$ cat src/rtl/rv32_fetch_pkg.sv
// Shared constants and types for the rv32 instruction-fetch stage.
package rv32_fetch_pkg;

    localparam logic [31:0] NOP_INST         = 32'h0000_0013;
    localparam logic [31:0] DEFAULT_RESET_PC = 32'h0000_0000;

    typedef enum logic {
        FETCH = 1'b0,
        FLUSH = 1'b1
    } fetch_state_t;

    function automatic logic [31:0] align_word(input logic [31:0] addr);
        return addr & 32'hFFFF_FFFC;
    endfunction

endpackage

$ cat src/rtl/fetch_queue.sv
// Small synchronous FIFO with clear; head is visible combinationally so the
// consumer sees an entry in the cycle after it was pushed.
module fetch_queue #(
    parameter int WIDTH = 32,
    parameter int DEPTH = 2
) (
    input  logic                         clk,
    input  logic                         rst_ni,
    input  logic                         push_i,
    input  logic                         pop_i,
    input  logic                         clear_i,
    input  logic [WIDTH-1:0]             data_i,
    output logic [WIDTH-1:0]             data_o,
    output logic [$clog2(DEPTH+1)-1:0]   count_o
);

    localparam int AW = $clog2(DEPTH);
    localparam int CW = $clog2(DEPTH+1);

    logic [WIDTH-1:0] mem_q [DEPTH];
    logic [AW-1:0]    wr_ptr_q;
    logic [AW-1:0]    rd_ptr_q;
    logic [CW-1:0]    count_q;

    // DEPTH is a power of two, so the pointers wrap on their own.
    always_ff @(posedge clk) begin
        if (!rst_ni || clear_i) begin
            wr_ptr_q <= '0;
            rd_ptr_q <= '0;
            count_q  <= '0;
        end else begin
            if (push_i) wr_ptr_q <= wr_ptr_q + AW'(1);
            if (pop_i)  rd_ptr_q <= rd_ptr_q + AW'(1);
            count_q <= count_q + CW'(push_i) - CW'(pop_i);
        end
    end

    always_ff @(posedge clk) begin
        if (push_i) mem_q[wr_ptr_q] <= data_i;
    end

    assign data_o  = mem_q[rd_ptr_q];
    assign count_o = count_q;

endmodule

$ cat src/rtl/fetch_stage.sv
// rv32 fetch stage: owns the PC, issues credit-limited word requests to
// instruction memory and queues in-order responses for decode.
module fetch_stage
    import rv32_fetch_pkg::*;
#(
    parameter logic [31:0] RESET_PC = DEFAULT_RESET_PC,
    parameter int          DEPTH    = 2
) (
    input  logic        clk,
    input  logic        rst,
    input  logic        redirect,
    input  logic [31:0] redirect_pc,
    output logic        imem_req_valid,
    input  logic        imem_req_ready,
    output logic [31:0] imem_req_addr,
    input  logic        imem_rsp_valid,
    input  logic [31:0] imem_rsp_data,
    output logic        dec_valid,
    input  logic        dec_ready,
    output logic [31:0] dec_inst,
    output logic [31:0] dec_pc
);

    localparam int            CW      = $clog2(DEPTH+1);
    localparam logic [CW:0]   DEPTH_W = (CW+1)'(DEPTH);
    localparam logic [CW-1:0] FULL_W  = CW'(DEPTH);

    fetch_state_t  state_q, state_d;
    logic [31:0]   pc_q, pc_d;
    logic [CW-1:0] inflight_q, inflight_d;
    logic [CW-1:0] drop_q, drop_d;

    logic [CW-1:0] q_count;
    logic [CW-1:0] pcf_count;
    logic [63:0]   q_head;
    logic [31:0]   pcf_head;
    logic [CW:0]   occupancy;
    logic          deq;
    logic          credit_ok;
    logic          req_fire;
    logic          keep_rsp;
    logic          drop_rsp;

    assign dec_valid = (q_count != '0);
    assign deq       = dec_valid & dec_ready;

    // Slots already promised (in flight or queued), less the one leaving now.
    assign occupancy = {1'b0, inflight_q} + {1'b0, q_count} - {{CW{1'b0}}, deq};
    assign credit_ok = (occupancy < DEPTH_W);

    assign imem_req_valid = rst & (state_q == FETCH) & ~redirect & credit_ok;
    assign imem_req_addr  = pc_q;
    assign req_fire       = imem_req_valid & imem_req_ready;

    assign keep_rsp = imem_rsp_valid & ~redirect & (drop_q == '0);
    assign drop_rsp = imem_rsp_valid & ~redirect & (drop_q != '0);

    always_comb begin
        state_d    = state_q;
        pc_d       = pc_q;
        inflight_d = inflight_q;
        drop_d     = drop_q;
        if (redirect) begin
            // Every outstanding request becomes a drop; a response landing
            // this cycle is one of them and is already gone.
            pc_d       = align_word(redirect_pc);
            inflight_d = '0;
            drop_d     = drop_q + inflight_q - CW'(imem_rsp_valid);
            state_d    = (drop_d != '0) ? FLUSH : FETCH;
        end else begin
            if (req_fire) pc_d = pc_q + 32'd4;
            inflight_d = inflight_q + CW'(req_fire) - CW'(keep_rsp);
            if (drop_rsp) drop_d = drop_q - CW'(1);
            if (state_q == FLUSH && drop_d == '0) state_d = FETCH;
        end
    end

    always_ff @(posedge clk) begin
        if (!rst) begin
            state_q    <= FETCH;
            pc_q       <= RESET_PC;
            inflight_q <= '0;
            drop_q     <= '0;
        end else begin
            state_q    <= state_d;
            pc_q       <= pc_d;
            inflight_q <= inflight_d;
            drop_q     <= drop_d;
        end
    end

    fetch_queue #(
        .WIDTH (32),
        .DEPTH (DEPTH)
    ) u_pc_fifo (
        .clk     (clk),
        .rst_ni  (rst),
        .push_i  (req_fire),
        .pop_i   (keep_rsp),
        .clear_i (redirect),
        .data_i  (pc_q),
        .data_o  (pcf_head),
        .count_o (pcf_count)
    );

    fetch_queue #(
        .WIDTH (64),
        .DEPTH (DEPTH)
    ) u_inst_queue (
        .clk     (clk),
        .rst_ni  (rst),
        .push_i  (keep_rsp),
        .pop_i   (deq),
        .clear_i (redirect),
        .data_i  ({imem_rsp_data, pcf_head}),
        .data_o  (q_head),
        .count_o (q_count)
    );

    assign dec_inst = dec_valid ? q_head[63:32] : NOP_INST;
    assign dec_pc   = dec_valid ? q_head[31:0]  : 32'h0;

    // The credit rule keeps a kept response from ever meeting a full queue,
    // and the PC side-FIFO always tracks exactly the requests in flight.
    assert property (@(posedge clk) disable iff (!rst) !(keep_rsp && q_count == FULL_W));
    assert property (@(posedge clk) disable iff (!rst) pcf_count == inflight_q);

endmodule

$ cat config.mk
export PLATFORM = sky130hd
export DESIGN_NAME = fetch_stage
export DESIGN_NICKNAME = d
export VERILOG_FILES = /design/src/rtl/rv32_fetch_pkg.sv /design/src/rtl/fetch_queue.sv /design/src/rtl/fetch_stage.sv
export SDC_FILE = /design/constraint.sdc
export NUM_CORES = 1
export LEC_CHECK = 0
export ABC_AREA = 1
export ABC_CLOCK_PERIOD_IN_PS = 4800
export BUFFER_PORTS_ARGS = -buffer_cell sky130_fd_sc_hd__buf_2
export CAP_MARGIN = 10
export CORE_ASPECT_RATIO = 1.25
export CORE_UTILIZATION = 45
export DETAILED_ROUTE_END_ITERATION = 10
export GPL_TIMING_DRIVEN = 0
export PLACE_DENSITY = 0.69
export SYNTH_ARGS = -nofsm -noshare
export SYNTH_HDL_FRONTEND = slang
export SYNTH_SLANG_ARGS = --single-unit
$ cat constraint.sdc
create_clock -name clk -period 4.8 [get_ports clk]
set_input_delay 1.2 -clock clk [delete_from_list [all_inputs] [get_ports clk]]
set_output_delay 1.2 -clock clk [all_outputs]
set_load 0.01 [all_outputs]
After elaboration in Yosys (flattened, before gate mapping). Memories as Yosys holds them, arrays and structs flattened. A register that Yosys moved wholly into a read port is not among the register bits. Cells that the tools add are included.

Multiplexer cells: 18. Add/subtract/negate cells: 14. Bitwise gates (word level): 11. Reduce and logical (&&, ||, !) cells: 11. $lt $le $gt $ge: 1.

Operators with widths (count): 32-bit 2-to-1 mux (4); 32-bit by 3-bit adder with 32-bit output (second input constant) (1); 1-bit 2-to-1 mux (11); 2-bit nonzero test (5); 1-bit AND (8); 2-bit 2-to-1 mux (3); 2-bit by 1-bit subtractor with 2-bit output (3); 1-bit adder (second input constant) (4); 2-bit by 1-bit adder with 2-bit output (2); 2-bit logical NOT (2); 2-bit by 2-bit adder with 3-bit output (1); 3-bit by 2-bit < comparator with 1-bit output (second input constant) (1); 1-bit inverter (3); 3-bit by 1-bit subtractor with 3-bit output (1); 2-bit adder (1); 2-bit OR reduction (1); 2-bit by 1-bit subtractor with 2-bit output (second input constant) (1); 1-bit logical AND (1); 1-bit logical NOT (1); 1-bit logical OR (1).

Logic and storage cells: 67. Flip-flop bits (word level): 43. Memories: 2. Bits in writable memories: 192.

Memory list: u_inst_queue.mem_q (depth 2, width 64, rd ports 1, clocked after Yosys merged registers in 1, write ports 1, line fetch_queue.sv:20) `logic [WIDTH-1:0] mem_q [DEPTH];`; u_pc_fifo.mem_q (depth 2, width 32, rd ports 1, clocked after Yosys merged registers in 1, write ports 1, line fetch_queue.sv:20).

Longest topological paths before layout.
Depth in word-level cells: 9. Depth in mapped cells: 18. Gate-level depth less buffers: 18.

Modules after synthesis. From an unflattened synthesis, not the netlist that was laid out.

Cells, all modules: 953. Area total of the unflattened synthesis: 10964.3 µm².

By module, submodules not included: fetch_queue at u_inst_queue (times used 1, cells each 230, sequential area each 3943.8 µm², area an instance 5144.9 µm²); fetch_stage (times used 1, cells each 592, sequential area each 700.7 µm², area an instance 3129.3 µm²); fetch_queue at u_pc_fifo (times used 1, cells each 131, sequential area each 2021.9 µm², area an instance 2690.1 µm²).

Worst setup path before layout. No wires, ideal clock.

Path type: input port to flip-flop. From: input redirect. To: memory u_inst_queue.mem_q[1][10] (enable). Stages: 4. Library setup time: 484 ps. Path slack: -77 ps. Arrival: 4393 ps. Required time: 4316 ps. Cells stage by stage: buf_6 > nor3_1 > inv_1 > nor2_1.

Longest elaborated chain between the ends: 5.

Ends and longest elaborated chain: start: declaration (line fetch_stage.sv:11) `input logic redirect,`; 1-bit inverter (line fetch_stage.sv:55) `assign keep_rsp = imem_rsp_valid & ~redirect & (drop_q == '0);`; 1-bit AND (2 in series) (line fetch_stage.sv:55); net keep_rsp (line fetch_stage.sv:41) `logic keep_rsp;`; 1-bit 2-to-1 mux (line fetch_queue.sv:39) `if (push_i) mem_q[wr_ptr_q] <= data_i;`; 1-bit 2-to-1 mux (implied by the code) (line fetch_queue.sv:39); end: declaration (line fetch_queue.sv:20).

The timed path passes the listed nets, and every way through them passes these cells.

Final worst setup path.
From: register u_inst_queue.count_q[1] (netlist: u_inst_queue.count_o[1]). To: output imem_req_valid.

Longest elaborated chain between the ends: 5.

Ends and longest elaborated chain: start: declaration (line fetch_queue.sv:23) `logic [CW-1:0] count_q;`; start signal: assignment (line fetch_queue.sv:34) `count_q <= count_q + CW'(push_i) - CW'(pop_i);`; 2-bit nonzero test (line fetch_stage.sv:44) `assign dec_valid = (q_count != '0);`; 1-bit AND (line fetch_stage.sv:45) `assign deq = dec_valid & dec_ready;`; net deq (line fetch_stage.sv:38) `logic deq;`; 3-bit by 1-bit subtractor with 3-bit output (line fetch_stage.sv:48) `assign occupancy = {1'b0, inflight_q} + {1'b0, q_count} - {{CW{1'b0}}, deq};`; 3-bit by 2-bit < comparator with 1-bit output (line fetch_stage.sv:49) `assign credit_ok = (occupancy < DEPTH_W);`; 1-bit AND (line fetch_stage.sv:51) `assign imem_req_valid = rst & (state_q == FETCH) & ~redirect & credit_ok;`; end: declaration (line fetch_stage.sv:13) `output logic imem_req_valid,`.

The timed path passes the listed nets, and every way through them passes these cells.

==> reports/qor.yml <==
run_status:
  outcome: "finished clean"
floorplanning:
  die_area_um2: 22300
  die-height_um: 167
  initial_cell_density_of_the_core_pct: 46.4
  placementRows: 59
  design.core.area_um2: 21000
  number_of_placed_i_o_pins: 168
  chipWidth_um: 134
logic_synthesis:
  post_syn_area_um2: 9760
  synthDominantAreaCellType: "sky130_fd_sc_hd__edfxtp_1"
  yosys_warnings: 0
  synth.top_cells.by_area: "sky130_fd_sc_hd__edfxtp_1 57%, sky130_fd_sc_hd__nand2_1 11%, sky130_fd_sc_hd__dfxtp_1 8.8%, sky130_fd_sc_hd__a21oi_1 4.7%, sky130_fd_sc_hd__mux2_2 3.5%"
  synth_cell_types: 35
  avgSynthCellArea_um2: 10.6
  yosys_register_bits: 227
  sequential_cell_area_fraction_in_the_yosys_report_pct: 65.4
  postSynthCellCount: 924
  synth_largest_type_area_fraction_pct: 56.6
detailed_routing:
  vias_per_cell: 4.99
  detail_route.drc_violations: 0
  drt-total-wl_um: 21600
  drt-pass1-iter-count: 5
  dr.first_iter.drc_count: 293
  total_via_count_after_detailed_routing: 7009
  routed_wire_length_per_instance_um: 15.4
  drtAntennaViolNets: 0
power:
  switching_share_pct: 22.2
  cellPowerDensity_nw_per_um2: 374
  ir_worst_vdd_uv: 261
  power.internal_mw: 3.43
  sequentialPowerShare_pct: 51.3
  comb_power_share_pct: 8.5
  clockPowerShare_pct: 40.2
  leakagePower_nw: 4.74
  total_switching_power_mw: 0.977
cells_and_area:
  antenna_cells: 0
  layout-area-overhead-vs-synth_pct: 20.9
  post_route_cells_drive_above_1_share_pct: 23.6
  finish.utilization_pct: 56.1
  final_area_um2: 11800
  nets: 1195
timing:
  max-slew-margin-rel_pct: 41.1
  setup_repair_after_global_routing_missed_its_margin: "false"
  finalHoldViolCount: 0
  post_route_setup_tns_ns: 0
  max_freq_ghz: 0.226
  worst_slew_pin_slew_ns: 0.881
  min_period_over_period_pct: 92.3
  final_max_slew_viol_count: 0
  clock-skew-final_ns: 0.0101
  setup_viol_count_final: 0
  fin_crit_ns: 4.43
grt:
  grtUsageTotal_pct: 19.4
  globalRouteOverflowTotal: 0
  largest_net_degree_at_the_start_of_global_routing: 32
  grt_pass1_wl_um: 34000
  antenna_violations_before_repair: 0
  grt_pass1_vias: 6654
critical_path:
  critical_path.max_fanout: 6
  crit_required_ns: 3.60
  rr_endpoint: "u_pc_fifo.mem_q[1][16]$_DFFE_PP_"
  rr_startpoint: "u_inst_queue.count_o[1]$_SDFF_PP0_"
  critical_path_class: "reg -> out"
  timing.critical_path.from_type: "register"
  cp.arrival_ns: 3.23
  timing.reg2reg.setup_slack_ns: 0.88
  cell_depth_of_the_worst_flop_to_flop_path: 13
  cp-end-kind: "output pin"
place:
  place.detailed.hpwl_um: 15400
  gp_congestion: 0.875
  place.port_buffers: 160
  dpl-instance-area_um2: 11000
clock_network:
  cts-hold-fix-buffers: 0
  cts.sink_count: 227
  cts_made_buffers: 22
  ctsLongestPathBuffers: 3
  clock_tree_from_tritoncts: "built"
  root_buffer: "sky130_fd_sc_hd__clkbuf_16"
  post_cts_resize_count: 0
  worst_skew_late_latency_ns: 0.50
  cts_setup_buffers: 0
  h_tree_depth: 1
  cts.reportedPaths.clkPinSlew_ns: 0.06
flow_run:
  maxCapViolCount: 0
hold_path:
  hold_path_depth: 2
  hold_path_startpoint: "u_inst_queue.rd_ptr_q$_SDFFE_PP0P_"
  min-delay-path-class: "reg -> reg"
==> cell usage in the layout, fill, tap and decap left out, drive strengths merged <==
| cell | instances |
|---|---|
| mux2 | 30 |
| edfxtp | 184 |
| and2 | 2 |
| conb | 4 |
| ha | 9 |
| a21oi | 91 |
| nand2 | 292 |
| xor2 | 4 |
| nor3b | 2 |
| clkinvlp | 1 |
| clkinv | 7 |
| o21bai | 4 |
| buf | 178 |
| o211a | 1 |
| dfxtp | 43 |
| nor2 | 62 |
| nand3b | 2 |
| a22oi | 2 |
| o21ai | 5 |
| fa | 1 |
| nand3 | 63 |
| inv | 73 |
| or2 | 5 |
| nor3 | 2 |
| xnor2 | 6 |
| clkbuf | 56 |
| bufinv | 2 |
==> synth_stat cells <==
master,number
sky130_fd_sc_hd__a21oi_1,91
sky130_fd_sc_hd__a22oi_1,2
sky130_fd_sc_hd__and2_1,2
sky130_fd_sc_hd__buf_1,2
sky130_fd_sc_hd__buf_2,5
sky130_fd_sc_hd__buf_4,4
sky130_fd_sc_hd__buf_6,3
sky130_fd_sc_hd__clkbuf_1,26
sky130_fd_sc_hd__clkinv_1,1
sky130_fd_sc_hd__conb_1,1
sky130_fd_sc_hd__dfxtp_1,43
sky130_fd_sc_hd__edfxtp_1,184
sky130_fd_sc_hd__fa_1,1
sky130_fd_sc_hd__ha_1,9
sky130_fd_sc_hd__inv_1,69
sky130_fd_sc_hd__inv_2,3
sky130_fd_sc_hd__mux2_2,30
sky130_fd_sc_hd__nand2_1,287
sky130_fd_sc_hd__nand2_2,4
sky130_fd_sc_hd__nand2_4,1
sky130_fd_sc_hd__nand3_1,62
sky130_fd_sc_hd__nand3_4,1
sky130_fd_sc_hd__nand3b_1,2
sky130_fd_sc_hd__nor2_1,54
sky130_fd_sc_hd__nor2_2,4
sky130_fd_sc_hd__nor2_4,3
sky130_fd_sc_hd__nor2_8,1
sky130_fd_sc_hd__nor3_1,2
sky130_fd_sc_hd__nor3b_1,2
sky130_fd_sc_hd__o211a_1,1
sky130_fd_sc_hd__o21ai_0,5
sky130_fd_sc_hd__o21bai_1,4
sky130_fd_sc_hd__or2_2,5
sky130_fd_sc_hd__xnor2_1,6
sky130_fd_sc_hd__xor2_1,4
==> through the flow <==
stage | instances | hold WS, ns | setup WS (ns) | power, mW
2_1_floorplan | 927 | 0.461 | 0.384 | 2.52
3_3_place_gp | 1361 | 0.467 | -0.605 | 2.66
3_5_place_dp | 1365 | 0.485 | 0.648 | 2.68
4_1_cts | 1405 | 0.501 | 0.296 | 4.45
5_1_grt | 1405 | 0.522 | 0.144 | 4.58
6_report | 1405 | 0.503 | 0.372 | 4.41
==> how the worst max path moves through the flow <==
stage	from	endpoint	cells past startpoint
6_report	u_inst_queue.count_o[1]$_SDFF_PP0_	imem_req_valid	13
5_1_grt	u_inst_queue.count_o[1]$_SDFF_PP0_	imem_req_valid	13
4_1_cts	u_inst_queue.count_o[1]$_SDFF_PP0_	imem_req_valid	13
3_5_place_dp	dec_ready	u_pc_fifo.mem_q[1][24]$_DFFE_PP_	12
3_3_place_gp	dec_ready	u_pc_fifo.mem_q[1][4]$_DFFE_PP_	12
2_1_floorplan	dec_ready	u_pc_fifo.mem_q[1][10]$_DFFE_PP_	11
==> registers in the layout, summed over array words and instances (netlist names), named ones only <==
signal,cells
u_inst_queue.mem_q,124
drop_q,2
imem_req_addr,30
state_q,1
u_pc_fifo.rd_ptr_q,1
u_pc_fifo.mem_q,60
u_inst_queue.count_o,2
u_inst_queue.wr_ptr_q,1
u_inst_queue.rd_ptr_q,1
inflight_q,2
u_pc_fifo.wr_ptr_q,1
==> routing by layer <==
metal | vias up | track usage [%] | share of wire (%)
met3 | 36 | 2.44 | 4.9
met4 | 0 | 5.88 | 2.2
met5 | - | 0 | 0
li1 | 3475 | - | -
met2 | 187 | 36.1 | 52
met1 | 3311 | 23.1 | 41
==> cell families after synthesis <==
group / share of synthesized area (%)
and+or+nand+nor: 18.5
DFF: 65.4
buffers and inverters: 4.80
AOI/OAI and AO/OA: 5.49
muxes: 3.46
adders and majority gates: 1.36
xor gates and xnor gates: 0.898
other: 0.0384
==> power by group through the flow <==
stage          clock (mW)  sequential [mW]  combinational [mW]
3_5_place_dp            0             2.31               0.376
3_3_place_gp            0             2.31               0.357
4_1_cts              1.81             2.26               0.380
2_1_floorplan           0             2.30               0.223
5_1_grt              1.89             2.27               0.419
6_report             1.77             2.26               0.374
==> area by class of cell <==
class                   count  area (µm²)
inverters                  73         274
multi-input cells         587        2950
plain buffers              40         194
fillers                  1837        9240
repair buffers            164         888
clock buffers              30         663
clock inverters            10         103
flip-flops and latches    227        6390
well taps                 274         343
==> critical path: stages (launching register included) <==
cell and delay (ns):
sky130_fd_sc_hd__dfxtp_1 0.34, sky130_fd_sc_hd__nor2_1 0.41, sky130_fd_sc_hd__inv_1 0.26, sky130_fd_sc_hd__nand2_1 0.18, sky130_fd_sc_hd__inv_1 0.08, sky130_fd_sc_hd__ha_1 0.27, sky130_fd_sc_hd__inv_1 0.08, sky130_fd_sc_hd__nand2_1 0.07
sky130_fd_sc_hd__fa_1 0.53, sky130_fd_sc_hd__nand2_1 0.10, sky130_fd_sc_hd__nor2_4 0.17, sky130_fd_sc_hd__nand2_4 0.09, sky130_fd_sc_hd__inv_1 0.06, sky130_fd_sc_hd__buf_2 0.11
No activity file was read; power rests on OpenSTA's default activity.
